`src/rtl/calc_control.sv`:
```
// Keypad sequencing controller: turns key events into registered memory
// strobes and runs the ALU request/response handshake on equals.
module calc_control #(
  parameter int unsigned MAX_DIGITS = 4
) (
  input  logic       clk,
  input  logic       rst,
  input  logic       key_valid,
  input  logic [4:0] key_code,
  input  logic       res_valid,
  output logic       key_ready,
  output logic [3:0] num,
  output logic [1:0] operator,
  output logic [1:0] save_enable,
  output logic       equ_enable,
  output logic       clear_enable,
  output logic       op_enable,
  output logic [2:0] state_o
);

  localparam int unsigned DW = $clog2(MAX_DIGITS + 1);

  typedef enum logic [2:0] {
    A_ENTRY = 3'd0,
    OP_SEL  = 3'd1,
    B_ENTRY = 3'd2,
    CALC    = 3'd3,
    RESULT  = 3'd4,
    RESTART = 3'd5
  } state_t;

  localparam logic [1:0] SAVE_IDLE = 2'b00;
  localparam logic [1:0] SAVE_ONE  = 2'b01;
  localparam logic [1:0] SAVE_OPR  = 2'b10;
  localparam logic [1:0] SAVE_TWO  = 2'b11;

  state_t        state_q;
  logic [DW-1:0] dcnt_q;
  logic [DW-1:0] dcnt_d;
  logic [3:0]    latch_q;
  logic [3:0]    num_q;
  logic [1:0]    opr_q;
  logic [1:0]    save_q;
  logic          equ_q;
  logic          clr_q;
  logic          open_q;
  logic          ready_q;

  logic k_dig;
  logic k_opr;
  logic k_equ;
  logic k_clr;
  logic dcnt_full;

  // Key classification; codes 0x16-0x1F fall through as no-ops.
  always_comb begin
    k_dig = 1'b0;
    k_opr = 1'b0;
    k_equ = 1'b0;
    k_clr = 1'b0;
    if (key_valid) begin
      unique case (1'b1)
        !key_code[4]:                 k_dig = 1'b1;
        key_code[4:2] == 3'b100:      k_opr = 1'b1;
        key_code == 5'h14:            k_equ = 1'b1;
        key_code == 5'h15:            k_clr = 1'b1;
        default: ;
      endcase
    end
  end

  assign dcnt_full = (dcnt_q == DW'(MAX_DIGITS));
  assign dcnt_d    = dcnt_q + DW'(1);

  always_ff @(posedge clk) begin
    if (rst) begin
      state_q <= A_ENTRY;
      dcnt_q  <= '0;
      latch_q <= 4'h0;
      num_q   <= 4'h0;
      opr_q   <= 2'b00;
      save_q  <= SAVE_IDLE;
      equ_q   <= 1'b0;
      clr_q   <= 1'b0;
      open_q  <= 1'b0;
      ready_q <= 1'b1;
    end else begin
      save_q <= SAVE_IDLE;
      equ_q  <= 1'b0;
      clr_q  <= 1'b0;
      if (k_clr) begin
        // Clear overrides whatever the current state had pending.
        state_q <= A_ENTRY;
        dcnt_q  <= '0;
        clr_q   <= 1'b1;
        open_q  <= 1'b0;
        ready_q <= 1'b1;
      end else begin
        unique case (state_q)
          A_ENTRY: begin
            if (k_dig && !dcnt_full) begin
              save_q <= SAVE_ONE;
              num_q  <= key_code[3:0];
              dcnt_q <= dcnt_d;
            end else if (k_opr) begin
              save_q  <= SAVE_OPR;
              opr_q   <= key_code[1:0];
              state_q <= OP_SEL;
            end
          end
          OP_SEL: begin
            if (k_opr) begin
              save_q <= SAVE_OPR;
              opr_q  <= key_code[1:0];
            end else if (k_dig) begin
              save_q  <= SAVE_TWO;
              num_q   <= key_code[3:0];
              dcnt_q  <= DW'(1);
              state_q <= B_ENTRY;
            end
          end
          B_ENTRY: begin
            if (k_dig && !dcnt_full) begin
              save_q <= SAVE_TWO;
              num_q  <= key_code[3:0];
              dcnt_q <= dcnt_d;
            end else if (k_equ) begin
              state_q <= CALC;
              open_q  <= 1'b1;
              ready_q <= 1'b0;
            end
          end
          CALC: begin
            if (res_valid) begin
              save_q  <= SAVE_ONE;
              equ_q   <= 1'b1;
              open_q  <= 1'b0;
              ready_q <= 1'b1;
              state_q <= RESULT;
            end
          end
          RESULT: begin
            // A fresh digit wipes memory first, then reloads it as operand A.
            if (k_dig) begin
              latch_q <= key_code[3:0];
              clr_q   <= 1'b1;
              ready_q <= 1'b0;
              state_q <= RESTART;
            end
          end
          RESTART: begin
            save_q  <= SAVE_ONE;
            num_q   <= latch_q;
            dcnt_q  <= DW'(1);
            ready_q <= 1'b1;
            state_q <= A_ENTRY;
          end
          default: begin
            state_q <= A_ENTRY;
            dcnt_q  <= '0;
            open_q  <= 1'b0;
            ready_q <= 1'b1;
          end
        endcase
      end
    end
  end

  assign key_ready    = ready_q;
  assign num          = num_q;
  assign operator     = opr_q;
  assign save_enable  = save_q;
  assign equ_enable   = equ_q;
  assign clear_enable = clr_q;
  assign op_enable    = open_q;
  assign state_o      = state_q;

endmodule

```
`config.mk`:
```
export PLATFORM = sky130hd
export DESIGN_NAME = calc_control
export DESIGN_NICKNAME = d
export VERILOG_FILES = /design/src/rtl/calc_control.sv
export SDC_FILE = /design/constraint.sdc
export NUM_CORES = 1
export LEC_CHECK = 0
export ABC_AREA = 1
export CAP_MARGIN = 40
export CORE_MARGIN = 5
export CORE_UTILIZATION = 39
export CTS_BUF_LIST = sky130_fd_sc_hd__clkbuf_16
export DETAILED_ROUTE_END_ITERATION = 7
export SLEW_MARGIN = 15
export SYNTH_ARGS = -nofsm -noshare
export SYNTH_HDL_FRONTEND = slang
export SYNTH_SLANG_ARGS = --single-unit
```
`constraint.sdc`:
```
create_clock -name clk -period 2 [get_ports clk]
set_clock_uncertainty 0.1 [all_clocks]
set_input_delay 0.3 -clock clk [delete_from_list [all_inputs] [get_ports clk]]
set_output_delay 0.3 -clock clk [all_outputs]
set_load 0.02 [all_outputs]
```
Word level (Yosys, flattened, before mapping)
Index checks and enable logic that the tools add are counted.
{"block": "word_totals", "reg_bits": 22, "word_cells": 100, "input_bits": 9, "output_inout_bits": 15}
{"block": "op_classes", "muxes": 48, "n_eq_ne": 18, "bitwise": 5, "addsub": 1, "reduce_logical": 18}
{"op": "two-way mux 3 bit", "count": 11}
{"op": "two-way mux 1 bit", "count": 20}
{"op": "!= test 2 bit, second input constant", "count": 8}
{"op": "one-hot mux 3 bit (5 select lines)", "count": 1}
{"op": "two-way mux 2 bit", "count": 7}
{"op": "== test 3 bit, second input constant", "count": 4}
{"op": "two-way mux 4 bit", "count": 3}
{"op": "one-hot mux 3 bit (4 select lines)", "count": 1}
{"op": "one-hot mux 4 bit (3 select lines)", "count": 1}
{"op": "== test 5 bit, second input constant", "count": 2}
{"op": "one-hot mux 2 bit (5 select lines)", "count": 1}
{"op": "AND reduction 5 bit", "count": 2}
{"op": "AND reduction 4 bit", "count": 2}
{"op": "AND reduction 8 bit", "count": 1}
{"op": "OR reduction 2 bit", "count": 4}
{"op": "== test 3 x 2 -> 1 bit, second input constant", "count": 2}
{"op": "AND reduction 3 bit", "count": 2}
{"op": "inverter 1 bit", "count": 5}
{"op": "one-hot mux 1 bit (4 select lines)", "count": 1}
{"op": "one-hot mux 2 bit (2 select lines)", "count": 1}
{"op": "OR reduction 4 bit", "count": 1}
{"op": "adder 3 x 1 -> 3 bit, second input constant", "count": 1}
{"op": "== test 3 x 1 -> 1 bit, second input constant", "count": 1}
{"op": "zero test 3 bit", "count": 1}
{"op": "other kinds (7)", "count": 7}

Depth between registers and ports, before layout
{"block": "depth", "depth_word": 6, "ltp_mapped": 9}

Least setup slack after synthesis
No wires, ideal clock.
{"block": "synth_timing", "path_kind": "reg-to-reg", "startpoint": "reg state_q[1], in the netlist state_o[1]", "endpoint": "reg num_q[0], in the netlist num[0]", "arrival_ns": 1.254, "required_time_ns": 1.787, "synth_period_minus_slack_ns": 1.466, "n_path_buf": 0, "setup_slack_ns": 0.534, "stages_incl_launch_ff": 10, "setup_ns": 0.113, "cell_sequence": "dfxtp_1 > inv_2 > nand2_2 > nor2_2 > nand2_1 > inv_1 > nor2_4 > nand3_1 > nand2_1 > nor2_1"}
{"block": "synth_via", "elab_chain_len": 4, "word_cells_on_any_way": 11, "cone_classes": "eq/ne (6); mux (1); reduce/logical (4)"}
{"item": "from (decl)", "line_no": "37", "source": "state_t state_q;"}
{"item": "from (signal assigned)", "line_no": "77", "source": "state_q <= A_ENTRY;"}
{"item": "from (signal assigned)", "line_no": "93", "source": "state_q <= A_ENTRY;"}
{"item": "from (signal assigned)", "line_no": "108", "source": "state_q <= OP_SEL;"}
{"item": "== test 3 x 2 -> 1 bit or zero test 3 bit (tied branches)", "line_no": "99", "source": "unique case (state_q)"}
{"item": "OR reduction 2 bit (no source line)"}
{"item": "!= test 2 x 1 -> 1 bit (no source line) or nonzero test 3 bit (tied branches)"}
{"item": "AND reduction 5 bit (no source line)"}
{"item": "to (signal assigned)", "line_no": "103", "source": "num_q <= key_code[3:0];"}
{"item": "to (signal assigned)", "line_no": "117", "source": "num_q <= key_code[3:0];"}
{"item": "to (signal assigned)", "line_no": "125", "source": "num_q <= key_code[3:0];"}
{"item": "to (decl)", "line_no": "41", "source": "logic [3:0] num_q;"}
Several ways; a longest one is shown, not always the timed one.
A chain may end at the register's enable or synchronous reset.

Worst setup path after layout
{"block": "layout_timing", "startpoint": "reg state_q[1], in the netlist state_o[1]", "endpoint": "out state_o[1]"}
{"item": "to (decl)", "line_no": "18", "source": "output logic [2:0] state_o"}
No word-level cell between the ends.

==> results.md <==
- Status: finished, final reports clean
- 1st-pass router iterations: 4
- Clk_lat worst skew: 0.25 ns
- Most frequent cells in the layout: nand2_1 (51), nor2_1 (39), clkdlybuf4s50_1 (23)
- Cell Pwr Density: 1250 nW/µm²
- Setup TNS: 0 ns
- GRT Overall Usage: 14.4%
- Clk sink count: 22
- CP Class: reg -> out
- Fill count: 323
- GPL Wtd Cong: 0.838
- Mapped Area: 1260 µm²
- Worst setup path endpoint: state_o[1]
- CP cell instances: clkdlybuf4s50_1
- Family with the most delay on the worst path: buffers and inverters
- Share of cells above drive strength 1: 11.8%
- Reg2reg end: num[0]
- Final ANT Viol Nets: 0
- Starting Density: 40.9%
- # rows: 20
- Crit end category: primary output
- Sw frac: approximately two fifths
- DIE WIDTH: 66.8 µm
- Worst Path Max Fanout: 8
- Ant diodes: 0
- Cells after Synth: 200
- Clk buf depth: 2
- Detailed-route wire length per cell: 11.2 µm
- Worst path slowest cell: clkdlybuf4s50_1
- Total gr overflow: 0
- Cts hold-fix bufs: 0
- Final Cycle Share: a little over nine tenths
- CP Buf/Inv Count: 1
- Post-DR vias/cell: 4.71
- Avg Inst Size Synth: about 6.3 µm²
- Pin count of the biggest net entering global routing: 12
- Slowest stage delay, CP: 0.69 ns
- Core Util, Final: 53.0%
- DPL Wire Length: between 2 and 2.5 mm
- Flops & latches, synth: 22
- Placement Setup Slack: 0.107 ns
- Worst hold path type: reg -> reg
- Port Buffers: 23
- FF-to-FF setup slack: 0.47 ns
- Commonest non-fill, non-tap cell in the layout: nand2_1
- Tmin final: 1.89 ns
- Worst-margin pin slew: 0.383 ns
- RSZ-0062 raised after global routing: no
- Area added between synthesis and finish: 29.9%
- Worst setup SP type: register
- Layout Nets: 241
- Seq/Total Area, Yosys: roughly a third
- Crit path from: state_o[1]
- Final worst slack: ~0.11 ns
- Initial antenna violation count: 0
- First-pass GRT wire length: 4.99 mm
- WL final: about 3.0 mm
- DR vias: 1281
- FMAX: 530 MHz
- Max-cap violations: 0
- Setup repair bufs after CTS: 0
- Worst Path Required: 1.60 ns
- Core area: 3080 µm²
- Root Driver: clkbuf_16
- Slew Limit Fails: 0
- Initial drt markers: 60
- Chip height: approximately 67 µm
- Psw: roughly 840 µW
- R2R cell count: 9
- Power Total: roughly 2000 µW
- Sequential share of power: 31.3%
- CTS clk-pin slew, worst paths: 0.06 ns
- Yosys cell types: 21
- Full die area: 4460 µm²
- Internal power: roughly 1200 µW
- WHS: 0.361 ns
- Max VDD drop: 626 µV
- Warnings from Yosys: 0
- DRC viols: 0
- Vias in the first global route: between 1000 and 1500
- Max transition margin: 74.4%
- Data arrival, critical path: about 1.5 ns
- CTS tree: done
- Htree depth: 1
- I/O pin count: 24
- Syn nets: about 210
- PostCTS Resize Cnt: 0
- TritonCTS Buffers: 3
- Final Hold Viols: 0
- R2R Path Start: state_o[1]
- Clock power share: 20.3%
- CP Depth: 1
- Gate power share: 48.4%
- Setup-failing EPs final: 0
- Leakage: 0.000757 µW
per-stage QoR:
step,std cells,instance area (µm²)
floorplan,200,1260
global placement,269,1560
detailed placement,269,1560
CTS,272,1630
global route,272,1630
finish,272,1630
metal layers:
layer	share of wire, %	global-route usage, %	wire length [µm]	vias to the layer above
met3	4.6	2.70	139	7
met4	1.9	5.84	57	0
li1	-	-	-	684
met5	0	0	0	-
met2	44	22.2	1320	32
met1	50	19.7	1520	558
Yosys cell counts:
cell type,n,area (µm²)
nand2_1,51,191
nor2_1,39,146
dfxtp_1,22,440
inv_1,21,78.8
nand3_1,18,90.1
a21oi_1,13,65.1
o21ai_0,6,30.0
inv_2,5,18.8
nand2_2,5,31.3
nor2_2,4,25.0
nor2_4,3,33.8
ha_1,2,25.0
nand3_2,2,20.0
nand4_1,2,12.5
a31oi_1,1,6.26
clkinv_1,1,3.75
nand2_4,1,11.3
nand3b_1,1,7.51
nor3_1,1,5.00
o21ai_2,1,8.76
or2_2,1,6.26
state kept, by name (all words and copies together), names as in the netlist:
| register | flops |
|---|---|
| key_ready | 1 |
| num | 4 |
| equ_enable | 1 |
| state_o | 3 |
| latch_q | 4 |
| operator | 2 |
| save_enable | 2 |
| op_enable | 1 |
| clear_enable | 1 |
| dcnt_q | 3 |
power by group through the flow:
| stage | sequential [µW] | combinational, µW | clock, µW |
|---|---|---|---|
| 2_1_floorplan | 735 | 585 | 0 |
| 3_5_place_dp | 649 | 984 | 0 |
| 4_1_cts | 641 | 992 | 422 |
| 5_1_grt | 655 | 1100 | 441 |
| 3_3_place_gp | 642 | 973 | 0 |
| 6_report | 639 | 987 | 414 |
kinds of logic (layout without fill, tap and decap cells):
kind of cell | count (synthesis) | after routing | share of synthesized area, %
buffers and inverters | 27 | 55 | 8.06
AOI/OAI and AO/OA | 21 | 21 | 8.76
DFF | 22 | 22 | 35.0
and+or+nand+nor | 128 | 128 | 46.2
adders and majority gates | 2 | 2 | 1.99
cell type report:
type / count / area [µm²] / area share [%]
sequential: 22 / 440 / 27.0
multi-input combinational: 151 / 716 / 43.8
clock buffer: 3 / 75.1 / 4.60
timing repair buffer: 25 / 245 / 15.0
inverter: 27 / 101 / 6.21
tap: 44 / 55.1 / 3.37
how the worst min path moves through the flow:
stage               from  depth (start not counted)           end  slack, ns
2_1_floorplan        rst                          1  clear_enable       0.27
3_3_place_gp   key_ready                          2     key_ready       0.35
3_5_place_dp   key_ready                          2     key_ready       0.35
4_1_cts        key_ready                          2     key_ready       0.37
5_1_grt        key_ready                          2     key_ready       0.39
6_report       key_ready                          2     key_ready       0.36
Power figures use the tool's default switching activity.
